File: config.mk
export PLATFORM = sky130hd
export DESIGN_NAME = cp0_unit_flat
export DESIGN_NICKNAME = d
export VERILOG_FILES = /design/src/rtl/cp0_unit_pkg.sv /design/src/rtl/cp0_unit_if.sv /design/src/rtl/cp0_unit.sv /design/src/flat_wrapper.sv
export SDC_FILE = /design/constraint.sdc
export NUM_CORES = 1
export LEC_CHECK = 0
export BUFFER_PORTS_ARGS = -buffer_cell sky130_fd_sc_hd__buf_2
export CAP_MARGIN = 0
export CORE_UTILIZATION = 47
export DETAILED_ROUTE_END_ITERATION = 7
export PLACE_DENSITY_LB_ADDON = 0.3
export SYNTH_ARGS = -nofsm -noshare
export SYNTH_HDL_FRONTEND = slang
export SYNTH_SLANG_ARGS = --single-unit
File: constraint.sdc
create_clock -name clk -period 2.3 [get_ports clk]
set_clock_uncertainty 0.05 [all_clocks]
set_input_delay 0.345 -clock clk [delete_from_list [all_inputs] [get_ports clk]]
set_output_delay 0.345 -clock clk [all_outputs]
set_load 0.1 [all_outputs]
File: src/rtl/cp0_unit_pkg.sv
// -----------------------------------------------------------------------------
// cp0_unit_pkg
// Shared definitions for the coprocessor-0 block:
//   - CP0 register numbers (SR, Cause, EPC, PrID)
//   - exception code constants
//   - SR / Cause field bit positions
//   - exception handler entry address
//   - packed register layouts
//   - helper that computes the EPC value for a faulting instruction
// -----------------------------------------------------------------------------
package cp0_unit_pkg;

    // CP0 register numbers as seen by mfc0/mtc0
    localparam logic [4:0] CP0_REG_SR    = 5'd12;
    localparam logic [4:0] CP0_REG_CAUSE = 5'd13;
    localparam logic [4:0] CP0_REG_EPC   = 5'd14;
    localparam logic [4:0] CP0_REG_PRID  = 5'd15;

    // Exception codes carried down the pipe to M
    localparam logic [4:0] EXC_INT  = 5'd0;
    localparam logic [4:0] EXC_ADEL = 5'd4;
    localparam logic [4:0] EXC_ADES = 5'd5;
    localparam logic [4:0] EXC_RI   = 5'd10;
    localparam logic [4:0] EXC_OV   = 5'd12;

    // Field positions (LSB of each field) within SR and Cause
    localparam int SR_IE_BIT        = 0;
    localparam int SR_EXL_BIT       = 1;
    localparam int SR_IM_LSB        = 10;
    localparam int CAUSE_EXC_LSB    = 2;
    localparam int CAUSE_IP_LSB     = 10;
    localparam int CAUSE_BD_BIT     = 31;

    // Fetch redirect target when IntReq fires
    localparam logic [31:0] HANDLER_PC = 32'h0000_4180;

    // Only the implemented SR bits are stored
    typedef struct packed {
        logic [5:0] im;
        logic       exl;
        logic       ie;
    } sr_t;

    // Only the implemented Cause bits are stored
    typedef struct packed {
        logic       bd;
        logic [5:0] ip;
        logic [4:0] exc_code;
    } cause_t;

    // Word-aligned restart address; a delay-slot fault restarts at the branch.
    // Subtraction wraps modulo 2^32 by construction.
    function automatic logic [31:0] exc_epc(input logic [29:0] pc_word, input logic bd);
        logic [31:0] aligned;
        aligned = {pc_word, 2'b00};
        if (bd) begin
            return aligned - 32'd4;
        end else begin
            return aligned;
        end
    endfunction

endpackage

File: src/rtl/cp0_unit_if.sv
// -----------------------------------------------------------------------------
// cp0_unit_if
// Bundle between the pipeline (master) and coprocessor 0 (slave).
//   A1        mfc0 source register number
//   A2        mtc0 destination register number
//   DIn       mtc0 write data
//   we        mtc0 write enable (M stage)
//   PC_M      PC of the instruction in M
//   BD_M      instruction in M sits in a branch delay slot
//   ExcCode_M exception code reaching M, 0 = none
//   HWInt     external level-sensitive interrupt lines
//   EXLClr    eret in M
//   IntReq    take exception/interrupt this cycle (to fetch)
//   EPC       current EPC value (fetch target on eret)
//   DOut      mfc0 read data
// -----------------------------------------------------------------------------
interface cp0_unit_if;

    logic [4:0]  A1;
    logic [4:0]  A2;
    logic [31:0] DIn;
    logic        we;
    logic [31:0] PC_M;
    logic        BD_M;
    logic [4:0]  ExcCode_M;
    logic [5:0]  HWInt;
    logic        EXLClr;
    logic        IntReq;
    logic [31:0] EPC;
    logic [31:0] DOut;

    // Pipeline side
    modport master (
        output A1, A2, DIn, we, PC_M, BD_M, ExcCode_M, HWInt, EXLClr,
        input  IntReq, EPC, DOut
    );

    // Coprocessor side
    modport slave (
        input  A1, A2, DIn, we, PC_M, BD_M, ExcCode_M, HWInt, EXLClr,
        output IntReq, EPC, DOut
    );

endinterface

File: src/rtl/cp0_unit.sv
// -----------------------------------------------------------------------------
// cp0_unit
// Coprocessor 0 for the 5-stage MIPS core. Holds SR, Cause, EPC and PrID,
// decides at the M stage whether to take an interrupt or exception, and
// serves mfc0/mtc0.
// Ports:
//   clk    system clock
//   reset  synchronous active-high reset
//   bus    cp0_unit_if slave modport (see interface header for signals)
// IntReq and DOut are combinational from registered state plus M-stage inputs
// so fetch can redirect on the very next edge.
// -----------------------------------------------------------------------------
module cp0_unit
    import cp0_unit_pkg::*;
#(
    parameter logic [31:0] PRID    = 32'h2020_1214,
    parameter logic [31:0] EPC_RST = 32'h0000_3000
) (
    input  logic         clk,
    input  logic         reset,
    cp0_unit_if.slave    bus
);

    sr_t         sr_q;
    sr_t         sr_d;
    cause_t      cause_q;
    cause_t      cause_d;
    logic [31:0] epc_q;
    logic [31:0] epc_d;

    logic        int_pend_s;
    logic        exc_pend_s;
    logic        int_req_s;
    logic [31:0] dout_s;
    logic        pc_low_unused_s;

    // Byte offset of PC_M never matters: EPC is always word aligned
    assign pc_low_unused_s = ^bus.PC_M[1:0];

    // Request evaluation; EXL blocks everything so handlers never nest
    always_comb begin
        int_pend_s = (|(bus.HWInt & sr_q.im)) & sr_q.ie & ~sr_q.exl;
        exc_pend_s = (bus.ExcCode_M != EXC_INT) & ~sr_q.exl;
        int_req_s  = int_pend_s | exc_pend_s;
    end

    // Next-state: taken request beats mtc0 and eret; mtc0 to SR then eret
    always_comb begin
        sr_d        = sr_q;
        cause_d     = cause_q;
        epc_d       = epc_q;
        // Pending-interrupt view tracks the lines regardless of masks
        cause_d.ip  = bus.HWInt;
        if (int_req_s) begin
            sr_d.exl         = 1'b1;
            cause_d.bd       = bus.BD_M;
            // Interrupt outranks a simultaneous exception
            if (int_pend_s) begin
                cause_d.exc_code = EXC_INT;
            end else begin
                cause_d.exc_code = bus.ExcCode_M;
            end
            epc_d            = exc_epc(bus.PC_M[31:2], bus.BD_M);
        end else begin
            if (bus.we) begin
                case (bus.A2)
                    CP0_REG_SR: begin
                        sr_d.im  = bus.DIn[SR_IM_LSB +: 6];
                        sr_d.exl = bus.DIn[SR_EXL_BIT];
                        sr_d.ie  = bus.DIn[SR_IE_BIT];
                    end
                    CP0_REG_EPC: begin
                        epc_d = {bus.DIn[31:2], 2'b00};
                    end
                    default: begin
                        // Cause, PrID and unimplemented numbers are read-only
                        epc_d = epc_q;
                    end
                endcase
            end else begin
                epc_d = epc_q;
            end
            // eret applied after any same-cycle SR write
            if (bus.EXLClr) begin
                sr_d.exl = 1'b0;
            end else begin
                sr_d.exl = sr_d.exl;
            end
        end
    end

    // State registers with synchronous reset
    always_ff @(posedge clk) begin
        if (reset) begin
            sr_q    <= '{im: 6'd0, exl: 1'b0, ie: 1'b0};
            cause_q <= '{bd: 1'b0, ip: 6'd0, exc_code: 5'd0};
            epc_q   <= EPC_RST;
        end else begin
            sr_q    <= sr_d;
            cause_q <= cause_d;
            epc_q   <= epc_d;
        end
    end

    // mfc0 read mux over registered state only; unimplemented bits read 0
    always_comb begin
        dout_s = 32'h0000_0000;
        case (bus.A1)
            CP0_REG_SR: begin
                dout_s = {16'h0000, sr_q.im, 8'h00, sr_q.exl, sr_q.ie};
            end
            CP0_REG_CAUSE: begin
                dout_s = {cause_q.bd, 15'h0000, cause_q.ip, 3'b000,
                          cause_q.exc_code, 2'b00};
            end
            CP0_REG_EPC: begin
                dout_s = epc_q;
            end
            CP0_REG_PRID: begin
                dout_s = PRID;
            end
            default: begin
                dout_s = 32'h0000_0000;
            end
        endcase
    end

    assign bus.IntReq = int_req_s;
    assign bus.EPC    = epc_q;
    assign bus.DOut   = dout_s;

endmodule
File: src/flat_wrapper.sv
// flat-port wrapper written by rule: the top's interface ports become plain ports
module cp0_unit_flat import cp0_unit_pkg::*;
#(
    parameter logic [31:0] PRID    = 32'h2020_1214,
    parameter logic [31:0] EPC_RST = 32'h0000_3000
)
  (clk, reset, bus_A1, bus_A2, bus_DIn, bus_we, bus_PC_M, bus_BD_M, bus_ExcCode_M, bus_HWInt, bus_EXLClr, bus_IntReq, bus_EPC, bus_DOut);
  cp0_unit_if bus_i ();
  input  logic clk;
  input  logic reset;
  input wire logic [$bits(bus_i.A1)-1:0] bus_A1;
  input wire logic [$bits(bus_i.A2)-1:0] bus_A2;
  input wire logic [$bits(bus_i.DIn)-1:0] bus_DIn;
  input wire logic [$bits(bus_i.we)-1:0] bus_we;
  input wire logic [$bits(bus_i.PC_M)-1:0] bus_PC_M;
  input wire logic [$bits(bus_i.BD_M)-1:0] bus_BD_M;
  input wire logic [$bits(bus_i.ExcCode_M)-1:0] bus_ExcCode_M;
  input wire logic [$bits(bus_i.HWInt)-1:0] bus_HWInt;
  input wire logic [$bits(bus_i.EXLClr)-1:0] bus_EXLClr;
  output wire logic [$bits(bus_i.IntReq)-1:0] bus_IntReq;
  output wire logic [$bits(bus_i.EPC)-1:0] bus_EPC;
  output wire logic [$bits(bus_i.DOut)-1:0] bus_DOut;
  assign bus_i.A1 = bus_A1;
  assign bus_i.A2 = bus_A2;
  assign bus_i.DIn = bus_DIn;
  assign bus_i.we = bus_we;
  assign bus_i.PC_M = bus_PC_M;
  assign bus_i.BD_M = bus_BD_M;
  assign bus_i.ExcCode_M = bus_ExcCode_M;
  assign bus_i.HWInt = bus_HWInt;
  assign bus_i.EXLClr = bus_EXLClr;
  assign bus_IntReq = bus_i.IntReq;
  assign bus_EPC = bus_i.EPC;
  assign bus_DOut = bus_i.DOut;
  cp0_unit #(.PRID(PRID), .EPC_RST(EPC_RST)) u_core (.clk(clk), .reset(reset), .bus(bus_i));
endmodule
# --- Word-level counts from Yosys, hierarchy flattened ---
# Index checks and enable logic that the tools add are counted.
word_totals:
  regBits: 52
  inputBits: 90
  output_inout_bits: 65
  wordCells: 40
classes:
  n_addsub: 1
  n_eq_ne: 6
  muxes: 10
  n_bitwise: 7
  reduce_logical: 9
op_table:
  columns: ["cell", "n"]
  rows:
  - ["two-way mux 32 bit", 4]
  - ["case mux 32 bit (4 select lines)", 1]
  - ["subtractor 32 x 3 -> 32 bit (second input constant)", 1]
  - ["== test 5 x 4 -> 1 bit (second input constant)", 6]
  - ["bitwise AND 6 bit", 1]
  - ["nonzero test 3 bit", 2]
  - ["OR reduction 6 bit", 1]
  - ["two-way mux 5 bit", 1]
  - ["nonzero test 5 bit", 1]
  - ["two-way mux 2 bit", 2]
  - ["AND reduction 2 bit", 2]
  - ["nonzero test 2 bit", 2]
  - ["bitwise AND 1 bit", 3]
  - ["AND reduction 3 bit", 1]
  - ["two-way mux 1 bit", 2]
  - ["NOT 1 bit", 2]
  - ["bitwise OR 1 bit", 1]

# --- Depth between registers and ports, before layout ---
# Gate-level depths: netlist (run 1).
depth:
  word_depth: 7
  ltp_mapped: 8

# --- Worst setup path after synthesis (run 1) ---
# No wires, ideal clock.
synth_path:
  path_kind: "input port to output port"
  start: "input bus_A1[0]"
  end: "output bus_DOut[0]"
  arrival_ns: 3.933
  required_ns: 1.905
  path_slack_ns: -2.028
  cell_stages: 3
  path_buffers: 2
  path_cell_list: "clkbuf_1 clkbuf_1 nor4b_1"
synth_between:
  elab_chain_cells: 2
synth_rtl:
  columns: ["item", "line_no", "rtl"]
  rows:
  - ["start: declaration", "flat_wrapper.sv:11", "input wire logic [$bits(bus_i.A1)-1:0] bus_A1;"]
  - ["== test 5 x 4 -> 1 bit", "cp0_unit.sv:108", "case (bus.A1)"]
  - ["case mux 32 bit (4 select lines) *", "cp0_unit.sv:108", null]
  - ["end: declaration", "flat_wrapper.sv:22", "output wire logic [$bits(bus_i.DOut)-1:0] bus_DOut;"]
# Every way passes the cells marked *; elsewhere a longest branch is shown, timed or not.

# --- Worst setup path in the final report (run 1) ---
layout_path:
  start: "register u_core.sr_q[3] in the netlist's numbering"
  end: "output bus_IntReq"
layout_between:
  elab_chain_cells: 5
layout_rtl:
  columns: ["item", "line_no", "rtl"]
  rows:
  - ["start: declaration", "cp0_unit.sv:24", "sr_t sr_q;"]
  - ["start signal: assignment", "cp0_unit.sv:95", "sr_q <= '{im: 6'd0, exl: 1'b0, ie: 1'b0};"]
  - ["start signal: assignment", "cp0_unit.sv:99", "sr_q <= sr_d;"]
  - ["bitwise AND 6 bit", "cp0_unit.sv:42", "int_pend_s = (|(bus.HWInt & sr_q.im)) & sr_q.ie & ~sr_q.exl;"]
  - ["OR reduction 6 bit", "cp0_unit.sv:42", null]
  - ["bitwise AND 1 bit (2 in series)", "cp0_unit.sv:42", null]
  - ["bitwise OR 1 bit", "cp0_unit.sv:44", "int_req_s = int_pend_s | exc_pend_s;"]
  - ["end: declaration", "flat_wrapper.sv:20", "output wire logic [$bits(bus_i.IntReq)-1:0] bus_IntReq;"]
# No other way between the ends.

==> flow_summary.toml, run 1 <==
[sta]
fmax_mhz = 446
hold_ws_ns = 0.212
final-max-slew-violation-count = 0
relSlewSlack_pct = 58.4
worst-slew-pin-transition_ns = 0.619
setup_viol = 0
fin_crit_sh_pct = 97.4
finalHoldViolCount = 0
timing.final.ws_setup_ns = 0.0588
final_critical_period_ns = 2.24
tns_ns = 0

[route]
routed_wl_um = 9750
dr_total_vias = 3314
drt_pass_1_iters = 8
post_drt_via_cell_ratio = 5.52
drc_errors = 20
ant_nets = 0
routed_wire_per_std_cell_um = 16.3
dr.first_iter.drc_count = 192

[synthesis]
synth_top_area_share_pct = 31.6
netlist_instances = 377
post-synth-top-count-cell = "nor2_1"
ys_top_cells_by_count = "nor2_1, dfxtp_1, mux2i_1"
post_synth_num_cell_types = 54
syn_warnings = 0
main_synth_ff_type = "dfxtp_1"
yosys_register_bits = 50
syn-mean-instance-area_sq_um = 8.39
synth_edf_count = 0
async_flop_share_pct = 0
seq_area_frac_synth_pct = 31.6
post_synth_top_area_cell = "dfxtp_1"
post_synth_instance_area_sq_mm = 0.00316
synth_top_cells_by_area = "dfxtp_1, mux2i_1, nor2_1, xnor2_1, a21oi_1"

[global_routing]
largest_net_degree_at_the_start_of_global_routing = 31
congestion_overflow_gr = 0
m1_gr_usage_pct = 34.1
grtUsageTotal_pct = 27.4
grtUsageMet3_pct = 3.86
initial_antenna_violation_count = 0
grt.busiest_layer = "met2"
global_route_wire_length_before_repair_um = 15400
groute.layer.met2.usage_pct = 48.2
first_global_vias = 3223

[clocking]
cts_tree = "yes"
cts-root-to-sink-buffers = 2
cts_max_level = 2
cts.reportedPaths.clkPinSlew_ns = 0.10
number_of_clock_sinks_seen_by_cts = 50
cts_root_buffer = "clkbuf_8"
worstSkewPairLatency_ns = 0.31
tritoncts.num_buffers = 5
cts_setup_buffers = 0
holdBufCountCts = 0

[power_and_ir_drop]
cellInternalPower_mw = 1.39
comb_power_share_pct = 37.8
pwr-share-clk_pct = 22.3
pwr-share-seq_pct = 39.9
static-leakage-power_nw = 2.16
irDropWorstVdd_mv = 0.289
power_density_mw_per_mm2 = 521
power_switching_share_pct = 43.1
fin_total_pwr_mw = 2.45
switchingPower_mw = 1.05

[final_layout]
final_nets = 613
final_design_area_no_fill_sq_mm = 0.00469
diodes = 0
fraction_of_layout_cells_with_a_size_suffix_above_1_pct = 40.7
syn2layout_area_growth_pct = 48.2

[setup_path]
critical_path.startpoint_type = "flip-flop"
arrival_ns = 1.85
worst-path-max-fanout = 4
r2r-start = "u_core.sr_q[3]"
worst_setup_path_startpoint = "u_core.sr_q[3]"
cp-end-kind = "output pin"
crit_type = "flip-flop to output pin"
worst-endpoint-required_ns = 1.90

[flow_run]
max-cap-violations = 0

[outcome]
status = "finished with violations"
violations = "design-rule violations"

[floorplanning]
floorplan.die.width_um = 84.1
initial_utilization_pct = 49.3
dieArea_sq_mm = 0.00706
core_area_sq_mm = 0.00642
floorplan.rows = 29
io-pin-count = 155
die_height_um = 84.1

[min_path]
min_from = "bus_HWInt[0]"
min_path_type = "input pin to flip-flop"

[placed_design]
portBuffers = 150
place_area_sq_mm = 0.00459
place.detailed.hpwl_um = 7580
placement.setup.worst_slack_ns = 0.143
gp_congestion = 0.900
==> per-layer routing <==
| layer | vias up | wire length, um |
|---|---|---|
| met4 | 0 | 196 |
| met3 | 18 | 593 |
| met2 | 134 | 4860 |
| met5 | - | 0 |
| met1 | 1538 | 4100 |
| li1 | 1624 | - |
==> per-stage QoR <==
stage               util (%)  std cells
finish                  73.0        600
global route            73.0        600
CTS                     72.9        600
detailed placement      71.4        592
global placement        71.4        592
floorplan                  -        378
==> power groups by stage <==
| stage | clock network, mW | logic (mW) | registers (mW) |
|---|---|---|---|
| detailed placement | 0 | 0.919 | 0.995 |
| floorplan | 0 | 0.328 | 1.34 |
| finish | 0.546 | 0.924 | 0.975 |
| global placement | 0 | 0.905 | 0.991 |
| CTS | 0.550 | 0.921 | 0.975 |
| global route | 0.588 | 0.966 | 0.983 |
==> cell usage in the layout (no fill, tap or decap), types with 5 or more instances in the layout <==
| cell type | count |
|---|---|
| buf_2 | 117 |
| nor2_1 | 49 |
| dfxtp_1 | 49 |
| mux2i_1 | 40 |
| buf_12 | 33 |
| a21oi_1 | 25 |
| xnor2_1 | 22 |
| nand2_1 | 18 |
| a21o_1 | 16 |
| buf_4 | 12 |
| a211oi_1 | 11 |
| nor2b_1 | 10 |
| and2_2 | 10 |
| nor4_1 | 9 |
| and2_1 | 7 |
| nand3_1 | 7 |
| xor2_1 | 5 |
| nor3_1 | 5 |
| clkbuf_8 | 5 |
==> path summary, 6_finish.rpt <==
path | endpoint | slack [ns] | cells after the start
worst max-delay path | bus_IntReq | 0.06 | 5
worst min-delay path | u_core.cause_q[5] | 0.21 | 2
worst max register to register | u_core.bus.EPC[16] | 0.34 | 6
worst min register to register | u_core.cause_q[0] | 0.41 | 2
==> worst max-delay path, stage by stage, from the launching register on <==
cell and delay, ns:
dfxtp_1 0.35, a22o_1 0.24, o311ai_2 0.33, and2_1 0.26, inv_2 0.07, clkbuf_4 0.28
==> what timing repair did <==
action | in CTS | in global routing
setup endpoints to repair | 0 | 1
gates resized for setup | 0 | 2
hold endpoints to repair | 0 | 0
==> logic make-up (layout without fill, tap and decap cells) <==
family          count (synthesis)  count (layout)  share of synthesized area [%]
xor+xnor                       27              27                           7.47
compound gates                 74              74                           16.0
flops                          50              50                           31.6
mux                            43              43                           13.7
fa+ha+maj                       1               1                          0.395
simple gates                  150             150                           26.1
buf+inv                        31             176                           4.59
other cells                     1               2                          0.119
==> sequential cells by signal (all words and copies together), names as in the netlist <==
register,flops
u_core.bus.EPC,30
u_core.cause_q,12
u_core.sr_q,8
==> area by class of cell <==
type	instances	area, sq um
inverters	5	18.8
multi-input cells	297	2140
fillers	492	1730
clock buffers	5	68.8
well taps	77	96.3
flip-flops and latches	50	1000
clock inverters	3	25.0
repair buffers	163	1340
Power figures use the tool's default switching activity.
==> run 2, diff against run 1 <==
--- a/config.mk
+++ b/config.mk
@@ -7,7 +7,8 @@
 export LEC_CHECK = 0
 export BUFFER_PORTS_ARGS = -buffer_cell sky130_fd_sc_hd__buf_2
 export CAP_MARGIN = 0
-export CORE_UTILIZATION = 47
+export CORE_UTILIZATION = 48
+export CTS_BUF_LIST = sky130_fd_sc_hd__clkbuf_8
 export DETAILED_ROUTE_END_ITERATION = 7
 export PLACE_DENSITY_LB_ADDON = 0.3
 export SYNTH_ARGS = -nofsm -noshare
==> run 2 against run 1 <==
Against the previous run: the flow now finishes without violations; die area is 2.0% lower; clock-buffer cell count did not move; worst setup slack improved by 0.065 ns; fmax grew 3.0%; register-to-register slack improved by 0.06 ns; first-iteration DRC count decreased by 13%; largest power group unchanged; sequential share of layout area is 0.11 points lower; highest routed layer unchanged; wire length about the same; flip-flop and latch count is the same.
==> flow_summary.toml, run 2 (synthesis results as in run 1) <==
[outcome]
status = "finished, final reports clean"

[global_routing]
congestion_overflow_gr = 0
groute.layer.met2.usage_pct = 50.0
grtUsageMet3_pct = 4.37
m1_gr_usage_pct = 33.1
global_route_wire_length_before_repair_um = 15800
grt.busiest_layer = "met2"
first_global_vias = 3341
largest_net_degree_at_the_start_of_global_routing = 31
grtUsageTotal_pct = 28.4
initial_antenna_violation_count = 0

[clocking]
holdBufCountCts = 0
cts-root-to-sink-buffers = 2
cts-resized-gates = 0
worstSkewPairLatency_ns = 0.31
cts_max_level = 2
cts_tree = "yes"
cts.reportedPaths.clkPinSlew_ns = 0.11
tritoncts.num_buffers = 5
cts_root_buffer = "clkbuf_8"
cts_setup_buffers = 0
number_of_clock_sinks_seen_by_cts = 50

[setup_path]
critical_path.startpoint_type = "flip-flop"
r2r-start = "u_core.sr_q[3]"
timing.reg2reg.setup_slack_ns = 0.40
timing.reg2reg.worst_path_depth = 6
worst-path-max-fanout = 3
worstReg2RegEnd = "u_core.bus.EPC[15]"
worst-endpoint-required_ns = 1.90
crit_type = "flip-flop to output pin"
cp-end-kind = "output pin"
arrival_ns = 1.78

[placed_design]
gp_congestion = 0.937
portBuffers = 150
place.detailed.hpwl_um = 7550

[power_and_ir_drop]
irDropWorstVdd_mv = 0.338
static-leakage-power_nw = 2.18
power_density_mw_per_mm2 = 542
power_switching_share_pct = 41.1
cellInternalPower_mw = 1.51
fin_total_pwr_mw = 2.56
pwr-share-clk_pct = 25.5
comb_power_share_pct = 36.3
switchingPower_mw = 1.05
pwr-share-seq_pct = 38.2

[min_path]
min_path_type = "input pin to flip-flop"
min_delay_path_depth = 2
min_from = "bus_HWInt[2]"
hold_path_end = "u_core.cause_q[7]"

[final_layout]
sequential_standard_cell_area_sq_mm = 0.00100
fraction_of_layout_cells_with_a_size_suffix_above_1_pct = 40.8
multiInputGateArea_sq_mm = 0.00213
max_reg_flops = 30
num-fill-cells = 497
final_nets = 614
layout.cells.most_common = "buf_2"
diodes = 0
commonest_non_fill_non_tap_cells_in_the_layout = "buf_2, nor2_1, dfxtp_1, mux2i_1, buf_12"
syn2layout_area_growth_pct = 49.0
finish.utilization_pct = 74.3

[route]
dr_total_vias = 3370
ant_nets = 0
routed_wire_per_std_cell_um = 16.2
routed_wl_um = 9760
drc_errors = 0
post_drt_via_cell_ratio = 5.61
dr.first_iter.drc_count = 167
drt_pass_1_iters = 4

[sta]
setup_viol = 0
fin_crit_sh_pct = 94.6
worst-slew-pin-transition_ns = 0.571
finalHoldViolCount = 0
tns_ns = 0
grt_setup_unrepaired = "no"
fmax_mhz = 459
final-max-slew-violation-count = 0
final_critical_period_ns = 2.18
relSlewSlack_pct = 61.6
hold_ws_ns = 0.203

[floorplanning]
floorplan.die.width_um = 83.2
die_height_um = 83.2
core_area_sq_mm = 0.00635
floorplan.rows = 29
dieArea_sq_mm = 0.00692
initial_utilization_pct = 49.8
io-pin-count = 155

[flow_run]
max-cap-violations = 0
-- run 2: cell type report --
type | count | share of cell area, %
clock buffer | 5 | 1.46
clock inverter | 3 | 1.01
multi-input combinational | 297 | 45.2
timing repair buffer | 164 | 28.7
tap | 77 | 2.04
sequential | 50 | 21.3
inverter | 5 | 0.398
-- run 2: worst max path at each step --
stage,from,endpoint
final,u_core.sr_q[3],bus_IntReq
after global placement,bus_ExcCode_M[0],bus_IntReq
after detailed placement,bus_PC_M[2],u_core.bus.EPC[30]
after CTS,u_core.sr_q[3],bus_IntReq
after global routing,u_core.sr_q[3],bus_IntReq
after floorplan,u_core.bus.EPC[6],bus_DOut[6]
-- run 2: per-stage QoR --
stage / area (sq um) / instances / setup slack (ns)
2_1_floorplan: 3270 / 378 / -0.541
3_3_place_gp: 4590 / 593 / 0.220
3_5_place_dp: 4590 / 593 / 0.162
4_1_cts: 4710 / 601 / 0.0798
5_1_grt: 4720 / 601 / 0.0263
6_report: 4720 / 601 / 0.124
-- run 2: layer usage --
| metal | wire length (um) | part of all wire [%] |
|---|---|---|
| met5 | 0 | 0 |
| met4 | 371 | 3.8 |
| met3 | 630 | 6.5 |
| met2 | 4900 | 50 |
| met1 | 3860 | 40 |
-- run 2: power by group through the flow --
stage | Sequential (mW) | Clock, mW | Combinational, mW
after floorplan | 1.34 | 0 | 0.328
after global placement | 0.991 | 0 | 0.908
after detailed placement | 0.995 | 0 | 0.920
after CTS | 0.975 | 0.658 | 0.924
after global routing | 0.984 | 0.696 | 0.971
final | 0.976 | 0.652 | 0.927
-- run 2: worst max-delay path, cell delays in order (launching register included) --
cell and delay (ns):
dfxtp_1 0.35, a22o_1 0.23, o311ai_1 0.34, and2_4 0.23
inv_2 0.04, clkbuf_4 0.27
